[config.mk]
export PLATFORM = sky130hd
export DESIGN_NAME = mm_cmd_master
export DESIGN_NICKNAME = d
export VERILOG_FILES = /design/src/rtl/mm_cmd_master.sv
export SDC_FILE = /design/constraint.sdc
export NUM_CORES = 1
export LEC_CHECK = 0
export CORE_AREA = 2 2 75 70
export DETAILED_ROUTE_END_ITERATION = 10
export DIE_AREA = 0 0 77 72
export GPL_TIMING_DRIVEN = 0
export PLACE_DENSITY = 0.8
export SYNTH_ARGS = -nofsm -noshare
export SYNTH_HDL_FRONTEND = slang
export SYNTH_SLANG_ARGS = --single-unit
export TNS_END_PERCENT = 50
[constraint.sdc]
create_clock -name clk -period 2.4 [get_ports clk]
set_input_delay 0.36 -clock clk [delete_from_list [all_inputs] [get_ports clk]]
set_output_delay 0.36 -clock clk [all_outputs]
set_load 0.01 [all_outputs]
[src/rtl/mm_cmd_master.sv]
// Avalon-MM command master: converts single-beat read/write commands into one
// bus transaction each and returns exactly one response per command. A
// waitrequest timeout aborts transactions the slave never acknowledges.
module mm_cmd_master #(
    parameter int unsigned AW      = 8,
    parameter int unsigned DW      = 16,
    parameter int unsigned TIMEOUT = 255
) (
    input  logic          clk,
    input  logic          reset_n,
    // command stream
    input  logic          cmd_valid,
    output logic          cmd_ready,
    input  logic          cmd_write,
    input  logic [AW-1:0] cmd_address,
    input  logic [DW-1:0] cmd_writedata,
    // response stream
    output logic          rsp_valid,
    input  logic          rsp_ready,
    output logic [DW-1:0] rsp_readdata,
    output logic          rsp_error,
    // Avalon-MM master
    output logic [AW-1:0] address,
    output logic          read,
    output logic          write,
    output logic [DW-1:0] writedata,
    input  logic [DW-1:0] readdata,
    input  logic          waitrequest,
    output logic          busy
);

    // Counter is wide enough to hold TIMEOUT; at least one bit when disabled.
    localparam int unsigned CW = (TIMEOUT > 0) ? $clog2(TIMEOUT + 1) : 1;
    localparam bit            TimeoutEn = (TIMEOUT != 0);
    localparam logic [CW-1:0] CntLast   = (TIMEOUT > 0) ? CW'(TIMEOUT - 1) : '0;
    localparam logic [CW-1:0] CntMax    = '1;

    typedef enum logic [1:0] {
        StIdle,
        StBus,
        StRsp
    } state_e;

    state_e        state_q, state_d;
    logic [AW-1:0] addr_q, addr_d;
    logic [DW-1:0] wdata_q, wdata_d;
    logic          read_q, read_d;
    logic          write_q, write_d;
    logic [CW-1:0] cnt_q, cnt_d;
    logic          rsp_valid_q, rsp_valid_d;
    logic [DW-1:0] rsp_data_q, rsp_data_d;
    logic          rsp_err_q, rsp_err_d;

    // Next-state and datapath: one bus transaction, then hold the response.
    always_comb begin
        state_d     = state_q;
        addr_d      = addr_q;
        wdata_d     = wdata_q;
        read_d      = read_q;
        write_d     = write_q;
        cnt_d       = cnt_q;
        rsp_valid_d = rsp_valid_q;
        rsp_data_d  = rsp_data_q;
        rsp_err_d   = rsp_err_q;

        case (state_q)
            StIdle: begin
                if (cmd_valid) begin
                    addr_d  = cmd_address;
                    wdata_d = cmd_writedata;
                    read_d  = ~cmd_write;
                    write_d = cmd_write;
                    cnt_d   = '0;
                    state_d = StBus;
                end
            end
            StBus: begin
                if (!waitrequest) begin
                    // Completion wins over a timeout landing on the same edge.
                    read_d      = 1'b0;
                    write_d     = 1'b0;
                    rsp_data_d  = read_q ? readdata : '0;
                    rsp_err_d   = 1'b0;
                    rsp_valid_d = 1'b1;
                    state_d     = StRsp;
                end else begin
                    if (cnt_q != CntMax) begin
                        cnt_d = cnt_q + 1'b1;
                    end
                    // Abort on the edge that ends the TIMEOUT-th strobe cycle.
                    if (TimeoutEn && (cnt_q == CntLast)) begin
                        read_d      = 1'b0;
                        write_d     = 1'b0;
                        rsp_data_d  = '0;
                        rsp_err_d   = 1'b1;
                        rsp_valid_d = 1'b1;
                        state_d     = StRsp;
                    end
                end
            end
            StRsp: begin
                if (rsp_ready) begin
                    rsp_valid_d = 1'b0;
                    state_d     = StIdle;
                end
            end
            default: begin
                state_d = StIdle;
            end
        endcase
    end

    // State register with synchronous active-low reset.
    always_ff @(posedge clk) begin
        if (!reset_n) begin
            state_q     <= StIdle;
            addr_q      <= '0;
            wdata_q     <= '0;
            read_q      <= 1'b0;
            write_q     <= 1'b0;
            cnt_q       <= '0;
            rsp_valid_q <= 1'b0;
            rsp_data_q  <= '0;
            rsp_err_q   <= 1'b0;
        end else begin
            state_q     <= state_d;
            addr_q      <= addr_d;
            wdata_q     <= wdata_d;
            read_q      <= read_d;
            write_q     <= write_d;
            cnt_q       <= cnt_d;
            rsp_valid_q <= rsp_valid_d;
            rsp_data_q  <= rsp_data_d;
            rsp_err_q   <= rsp_err_d;
        end
    end

    // Outputs: everything registered except cmd_ready, which is gated by reset.
    always_comb begin
        cmd_ready    = reset_n & (state_q == StIdle);
        busy         = (state_q != StIdle);
        address      = addr_q;
        writedata    = wdata_q;
        read         = read_q;
        write        = write_q;
        rsp_valid    = rsp_valid_q;
        rsp_readdata = rsp_data_q;
        rsp_error    = rsp_err_q;
    end

endmodule

==> results.yml, run 1 <==
grt:
  track_usage_pct: 20.7
  grt-ovfl-total: 0
  grt_max_degree: 17
  busiest_layer: "met2"
  grt.met1_usage_pct: 25.7
  grt_pass1_vias: 1975
  grt_pass1_wl_mm: 9.34
  grtUsageMet3_pct: 7.21
  grt_util_met2_pct: 34.8
  antenna_found_initial: 0
worst_setup_path:
  rrSetupSlack_ps: 400
  worst_setup_path_end_kind: "primary output"
  arrival_ps: 1950
  critPathLaunch: "reset_n"
  path_class: "in -> out"
  r2r_end: "rsp_readdata[6]$_SDFFE_PN0P_"
  r2r_start: "cnt_q[0]$_SDFFE_PN0P_"
  worstPathMaxFanout: 11
  rr_worst_depth: 7
  start_kind: "input port"
  required_ps: 2040
placed_design:
  gp_congestion: 0.834
  portBuffers: 90
  dp_slack_ps: -307
  dpl.hpwl_mm: 4.23
cts:
  insertion_delay_ps: 310
  clock_sinks: 54
  clock-root-buffer: "clkbuf_8"
  cts_tree: "built"
  post_cts_buffers: 0
  cts.htree.levels: 2
  cts.reportedPaths.clkPinSlew_ps: 90
  cts_hold_buffers: 0
  cts_made_buffers: 5
  cts_buffer_depth: 2
sta:
  fmax_mhz: 433
  hold_violations: 0
  fin_worst_skew_ps: 5.66
  whs_ps: 348
  fin_ws_ps: 88.7
  relSlewSlack_pct: 63.1
  slew_viol_final: 0
  fin_crit_sh_pct: 96.3
  worst-slew-pin-transition_ps: 553
  setup_viol: 0
  rsz0062_at_grt: "no"
  period_needed_ps: 2310
synthesis:
  async_flop_share_pct: 0
  yosys_warnings: 0
  synth_ff_type: "dfxtp_1"
  syn_area_um2: 2100
  synth-edff-count: 0
  syn_inst: 238
  synth_area_per_cell_um2: 8.82
  syn-num-nets: 286
  seq_area_frac_synth_pct: 51.5
  synth_seq_cells: 54
  synth.distinct_cells: 41
pwr:
  sw_frac_of_total_pct: 25.7
  p_comb_share_pct: 17.7
  clockPowerShare_pct: 28.1
  p_leak_nw: 1.15
  internal_power_mw: 1.30
  p_seq_share_pct: 54.2
  total_power_mw: 1.75
  p_sw_mw: 0.451
  p_per_area_nw_per_um2: 555
  ir_drop_mv: 0.372
finish:
  multi_input_area_um2: 910
  drive_gt1_share_pct: 6.59
  antennaDiodeCount: 0
  syn_to_final_growth_pct: 50.7
  fillers: 444
  mostFrequentLayoutCell: "clkdlybuf4s50_1"
  final_cell_mix: "clkdlybuf4s50_1, nand2_1, dfxtp_1"
  register_area_um2: 1080
  fin_nets: 382
min_path:
  hp-start: "waitrequest"
  worstHoldPathType: "in -> reg"
  holdPathStages: 3
  min_to: "state_q[0]$_SDFFE_PN0P_"
detailed_routing:
  vias_per_cell: 5.13
  vias: 2047
  drc_errors: 0
  firstDrtPassIters: 4
  routedWlPerCell_um: 14.2
  drtIter0Drc: 112
  ant_nets: 0
  routed_wl_mm: 5.65
flow_run:
  maxCapViolCount: 0
floorplan:
  ios: 92
  dieArea_um2: 5540
  initial_utilization_pct: 44.2
  core_area_um2: 4740
  row_count: 24
  dieHeight_um: 72
  fp.dieW_um: 77
run_status:
  status: "completed"
kinds of logic (layout without fill, tap and decap cells):
logic type	count (synthesis)	in the layout	synth area share [%]
AO/OA/AOI/OAI	69	69	21.2
adder cells (fa/ha/maj)	2	2	1.19
buffers and inverters	20	116	5.13
flip-flops	54	54	51.5
multiplexers	1	1	0.477
AND/OR/NAND/NOR	92	92	20.5
sequential cells by signal (all words and copies together) (netlist names):
register and count:
rsp_readdata 16, writedata 16, address 8, cnt_q 8, state_q 2, read 1
rsp_error 1, rsp_valid 1, write 1
area by class of cell:
| class | instances | area share (%) |
|---|---|---|
| buffer | 16 | 2.97 |
| inverter | 3 | 0.356 |
| clock buffer | 5 | 2.18 |
| clock inverter | 2 | 0.475 |
| multi-input combinational | 164 | 28.8 |
| tap | 65 | 2.57 |
| timing repair buffer | 90 | 28.5 |
| sequential | 54 | 34.2 |
worst max-delay path: stages:
cell	delay (ps)
clkdlybuf4s50_1	570
inv_2	140
clkbuf_2	220
nor2_1	130
clkdlybuf4s50_1	540
through the flow:
step	setup TNS [ps]	instance area [um^2]	utilization (%)	std cells
2_1_floorplan	0	2100	-	238
3_3_place_gp	-302	3080	64.9	393
3_5_place_dp	-307	3080	64.9	393
4_1_cts	0	3160	66.6	399
5_1_grt	0	3160	66.6	399
6_report	0	3160	66.6	399
synth_stat cells, types with 2 or more instances:
cell	number	area, um^2
a22o_1	16	140
nand3b_1	3	22.5
dfxtp_1	54	1080
o21ai_0	4	20.0
o21a_1	2	15.0
o31ai_1	3	22.5
or4_1	3	22.5
nor2_1	10	37.5
buf_2	5	25.0
nand2_1	54	203
nand3_1	4	20.0
a21oi_1	37	185
buf_6	3	33.8
clkbuf_1	7	26.3
nand4_1	3	18.8
inv_1	3	11.3
ha_1	2	25.0
nor4_1	2	12.5
what timing repair did:
| action | 4_1_cts | 5_1_grt |
|---|---|---|
| resized for setup | 2 | 0 |
| endpoints found under the hold margin | 0 | 0 |
| setup endpoints to repair | 1 | 0 |
power groups by stage:
stage / clock (mW) / combinational [mW] / sequential, mW
2_1_floorplan: 0 / 0.115 / 0.986
3_3_place_gp: 0 / 0.308 / 0.969
3_5_place_dp: 0 / 0.311 / 0.972
4_1_cts: 0.509 / 0.313 / 0.951
5_1_grt: 0.545 / 0.338 / 0.956
6_report: 0.494 / 0.310 / 0.950
routing by layer:
| metal | share of wire [%] | vias to the layer above |
|---|---|---|
| met5 | 0 | - |
| met4 | 1.1 | 0 |
| met3 | 9.8 | 8 |
| met2 | 46 | 99 |
| met1 | 43 | 913 |
| li1 | - | 1027 |
worst max-delay path by stage:
| stage | cells after the start | to | slack (ps) |
|---|---|---|---|
| floorplan | 7 | rsp_readdata[0]$_SDFFE_PN0P_ | 840 |
| global placement | 6 | cmd_ready | -300 |
| detailed placement | 6 | cmd_ready | -310 |
| CTS | 5 | cmd_ready | 70 |
| global route | 5 | cmd_ready | 20 |
| finish | 5 | cmd_ready | 90 |
No activity file was read; power rests on OpenSTA's default activity.
==> run 2, diff against run 1 <==
Settings changed: CELL_PAD_IN_SITES_DETAIL_PLACEMENT set to 1, CELL_PAD_IN_SITES_GLOBAL_PLACEMENT set to 1, CORE_AREA 2 2 75 70 to 2 2 89 82, DIE_AREA 0 0 77 72 to 0 0 91 84, PLACE_DENSITY 0.8 to 0.79.
==> results.yml, run 2 (synthesized netlist as in run 1, its figures left out) <==
floorplan:
  fp.dieW_um: 91
  ios: 92
  initial_utilization_pct: 30.8
  dieHeight_um: 84
  row_count: 29
  dieArea_um2: 7640
  core_area_um2: 6820
pwr:
  p_leak_nw: 1.17
  p_per_area_nw_per_um2: 555
  total_power_mw: 1.78
  ir_drop_mv: 0.250
worst_setup_path:
  start_kind: "flop"
  rrSetupSlack_ps: 420
  r2r_start: "cnt_q[0]$_SDFFE_PN0P_"
  arrival_ps: 1700
  critPathLaunch: "state_q[1]$_SDFFE_PN0P_"
  rr_worst_depth: 7
  required_ps: 2040
  worstPathMaxFanout: 9
  path_class: "reg -> out"
  critPathCapture: "cmd_ready"
  worst_setup_path_end_kind: "primary output"
  r2r_end: "rsp_readdata[0]$_SDFFE_PN0P_"
run_status:
  status: "completed"
grt:
  grt_pass1_vias: 2223
  grt_pass1_wl_mm: 10.6
  grt-ovfl-total: 0
  antenna_found_initial: 0
  track_usage_pct: 17.0
  grt_max_degree: 17
cts:
  cts.htree.levels: 2
  cts.reportedPaths.clkPinSlew_ps: 90
  cts_made_buffers: 5
  cts_resized: 2
  clock_sinks: 54
  insertion_delay_ps: 310
  cts_buffer_depth: 2
  cts_tree: "built"
  clock-root-buffer: "clkbuf_8"
  cts_hold_buffers: 0
  post_cts_buffers: 0
placed_design:
  dp_slack_ps: -371
  placed_cell_area_um2: 3120
  gp_congestion: 0.862
  dpl.hpwl_mm: 4.71
  portBuffers: 90
finish:
  final_cell_mix: "clkdlybuf4s50_1, nand2_1, dfxtp_1"
  postLayoutCellArea_um2: 3200
  antennaDiodeCount: 0
  drive_gt1_share_pct: 6.57
  fin_nets: 382
  mostFrequentLayoutCell: "clkdlybuf4s50_1"
  syn_to_final_growth_pct: 52.6
sta:
  fin_worst_skew_ps: 8.76
  relSlewSlack_pct: 59.7
  fin_setup_tns_ps: 0
  fin_ws_ps: 340
  hold_violations: 0
  slew_viol_final: 0
  period_needed_ps: 2060
  setup_viol: 0
  fin_crit_sh_pct: 85.8
  worst-slew-pin-transition_ps: 605
  rsz0062_at_grt: "no"
  fmax_mhz: 485
detailed_routing:
  vias: 2067
  routedWlPerCell_um: 14.7
  firstDrtPassIters: 4
  drtIter0Drc: 70
  ant_nets: 0
  routed_wl_mm: 6.31
  vias_per_cell: 4.83
  drc_errors: 0
flow_run:
  maxCapViolCount: 0
min_path:
  worstHoldPathType: "in -> reg"
==> run 2: cell types whose count changed in the layout (fill, tap and decap cells not counted) <==
cell	change
clkinvlp_4	-2
clkdlybuf4s50_1	-1
dlymetal6s2s_1	+1
clkbuf_1	+1
clkinv_4	+1
clkinv_2	+1
==> run 2: power by group <==
group          switching, mW  internal [mW]
sequential            0.0188          0.932
combinational          0.143          0.171
clock                  0.304          0.207
total                  0.466           1.31
==> run 2: worst min-delay path by stage <==
stage                              startpoint                        end  slack [ps]  depth (start not counted)
finish                            waitrequest    state_q[0]$_SDFFE_PN0P_         340                          3
global placement    writedata[6]$_SDFFE_PN0P_  writedata[6]$_SDFFE_PN0P_         440                          2
floorplan                           cmd_write          read$_SDFFE_PN0P_         470                          1
CTS                               waitrequest    state_q[0]$_SDFFE_PN0P_         330                          3
detailed placement  writedata[9]$_SDFFE_PN0P_  writedata[9]$_SDFFE_PN0P_         450                          2
global route                      waitrequest    state_q[0]$_SDFFE_PN0P_         350                          3
==> run 2: critical path: stages, from the launching register on <==
cell             delay [ps]
dfxtp_1                 310
buf_4                   150
nor2_1                  200
inv_1                   100
nor2_1                  100
clkdlybuf4s50_1         540
==> run 2: stage by stage <==
step | instances | utilization (%) | hold slack (ps)
floorplan | 238 | - | 474
global placement | 421 | 45.7 | 442
detailed placement | 421 | 45.7 | 450
CTS | 428 | 46.9 | 327
global route | 428 | 46.9 | 346
finish | 428 | 46.9 | 336
==> run 2: final cells by class <==
cell class                 count  area [um^2]
fill                         840         3620
sequential                    54         1080
multi-input combinational    164          910
timing repair buffer          90          903
tap                           93          116
buffer                        16         93.8
clock buffer                   6         72.6
clock inverter                 2         13.8
inverter                       3         11.3
==> run 2: layer usage <==
| metal | up-vias | global-route usage [%] | wire [um] |
|---|---|---|---|
| met2 | 60 | 28.5 | 3000 |
| met4 | 0 | 4.13 | 69 |
| met1 | 972 | 20.9 | 2780 |
| li1 | 1028 | - | - |
| met3 | 7 | 6.05 | 458 |
| met5 | - | 0 | 0 |
==> run 3, diff against run 2 <==
Settings changed: REMOVE_ABC_BUFFERS set to 1.
==> results.yml, run 3 (synthesized netlist as in run 1, its figures left out) <==
run_status:
  status: "completed"
grt:
  grt-ovfl-total: 0
  track_usage_pct: 16.8
  grt_pass1_wl_mm: 10.4
  antenna_found_initial: 0
  grt_pass1_vias: 2092
  grt_max_degree: 39
sta:
  fmax_mhz: 433
  slew_viol_final: 0
  relSlewSlack_pct: 33.3
  period_needed_ps: 2310
  rsz0062_at_grt: "no"
  worst-slew-pin-transition_ps: 1000
  fin_worst_skew_ps: 3.89
  setup_viol: 0
  fin_crit_sh_pct: 96.3
  hold_violations: 0
placed_design:
  portBuffers: 91
  dpl.hpwl_mm: 4.38
  gp_congestion: 0.773
pwr:
  clockPowerShare_pct: 32.8
  p_per_area_nw_per_um2: 589
  internal_power_mw: 1.40
  p_comb_share_pct: 15.9
  p_seq_share_pct: 51.3
  p_sw_mw: 0.458
  sw_frac_of_total_pct: 24.6
  ir_drop_mv: 0.213
  total_power_mw: 1.86
  p_leak_nw: 1.11
cts:
  clock_sinks: 54
  cts_tree: "built"
  cts.reportedPaths.clkPinSlew_ps: 90
  cts.htree.levels: 2
  cts_buffer_depth: 2
  insertion_delay_ps: 310
  cts_made_buffers: 5
  clock-root-buffer: "clkbuf_8"
  cts_hold_buffers: 0
floorplan:
  dieArea_um2: 7640
  initial_utilization_pct: 30.8
  fp.dieW_um: 91
  ios: 92
  dieHeight_um: 84
  core_area_um2: 6820
  row_count: 29
finish:
  mostFrequentLayoutCell: "clkdlybuf4s50_1"
  register_area_um2: 1080
  fin_nets: 369
  antennaDiodeCount: 0
  post-route-util_pct: 46.3
  syn_to_final_growth_pct: 50.6
  multi_input_area_um2: 913
  final_cell_mix: "clkdlybuf4s50_1, nand2_1, dfxtp_1"
  fillers: 814
  drive_gt1_share_pct: 4.66
worst_setup_path:
  path_class: "in -> out"
  worst_setup_path_end_kind: "primary output"
  required_ps: 2040
  start_kind: "input port"
  arrival_ps: 1950
  worstPathMaxFanout: 6
detailed_routing:
  ant_nets: 0
  drc_errors: 0
  routedWlPerCell_um: 15.5
  vias_per_cell: 4.98
  vias: 2066
  firstDrtPassIters: 4
  routed_wl_mm: 6.45
  drtIter0Drc: 43
min_path:
  worstHoldPathType: "reg -> reg"
flow_run:
  maxCapViolCount: 0
[run 3: cell types whose count changed in the layout (fill, tap and decap cells not counted), moves of 2 or more]
cell	previous run	this run
clkinvlp_4	0	2
buf_2	5	0
clkdlybuf4s50_1	89	91
buf_6	3	0
clkbuf_1	6	1
[run 3: layout make-up]
| type | count | area share, % |
|---|---|---|
| clock buffers | 6 | 2.30 |
| well taps | 93 | 3.68 |
| inverters | 3 | 0.475 |
| repair buffers | 92 | 29.1 |
| repair inverters | 1 | 0.158 |
| multi-input cells | 164 | 28.9 |
| flip-flops and latches | 54 | 34.2 |
| clock inverters | 2 | 1.19 |
[run 3: metal layers]
metal  up-vias  routed length (um)  GRT usage, %
met5         -                   0             0
li1        997                   -             -
met3         6                 364          5.60
met2        69                3010          28.8
met4         0                  57          4.41
met1       994                3010          20.1
[run 3: worst max-delay path, stage by stage]
cell,delay (ps)
clkdlybuf4s50_1,680
clkinvlp_4,240
nor2_1,140
clkdlybuf4s50_1,540
[run 3: stage by stage]
stage | area [um^2] | setup WS, ps | setup TNS (ps) | cells | hold slack [ps]
floorplan | 2000 | 676 | 0 | 221 | 474
CTS | 3150 | -386 | -386 | 413 | 461
detailed placement | 3030 | -660 | -10660 | 405 | 447
finish | 3160 | 88.7 | 0 | 415 | 459
global route | 3160 | 15.8 | 0 | 415 | 477
global placement | 3030 | -630 | -10350 | 405 | 442
[run 3: power by group through the flow]
stage / registers, mW / clock network [mW] / logic (mW)
6_report: 0.955 / 0.610 / 0.297
5_1_grt: 0.962 / 0.662 / 0.321
4_1_cts: 0.955 / 0.632 / 0.298
3_5_place_dp: 0.976 / 0 / 0.294
3_3_place_gp: 0.974 / 0 / 0.289
2_1_floorplan: 0.989 / 0 / 0.0937
[run 3: worst paths after layout]
| kind | start | endpoint | slack [ps] | cells after the start |
|---|---|---|---|---|
| worst min register to register | address[2]$_SDFFE_PN0P_ | address[2]$_SDFFE_PN0P_ | 460 | 2 |
| worst min-delay path | address[2]$_SDFFE_PN0P_ | address[2]$_SDFFE_PN0P_ | 460 | 2 |
| worst max-delay path | reset_n | cmd_ready | 90 | 4 |
| worst max register to register | state_q[0]$_SDFFE_PN0P_ | cnt_q[7]$_SDFFE_PN0P_ | 250 | 4 |
[run 3: what timing repair did]
item,CTS,global route
gates resized for setup,2,0
setup buffers,0,1
endpoints found under the setup margin,17,17
cloned,0,1
pin swaps,0,0
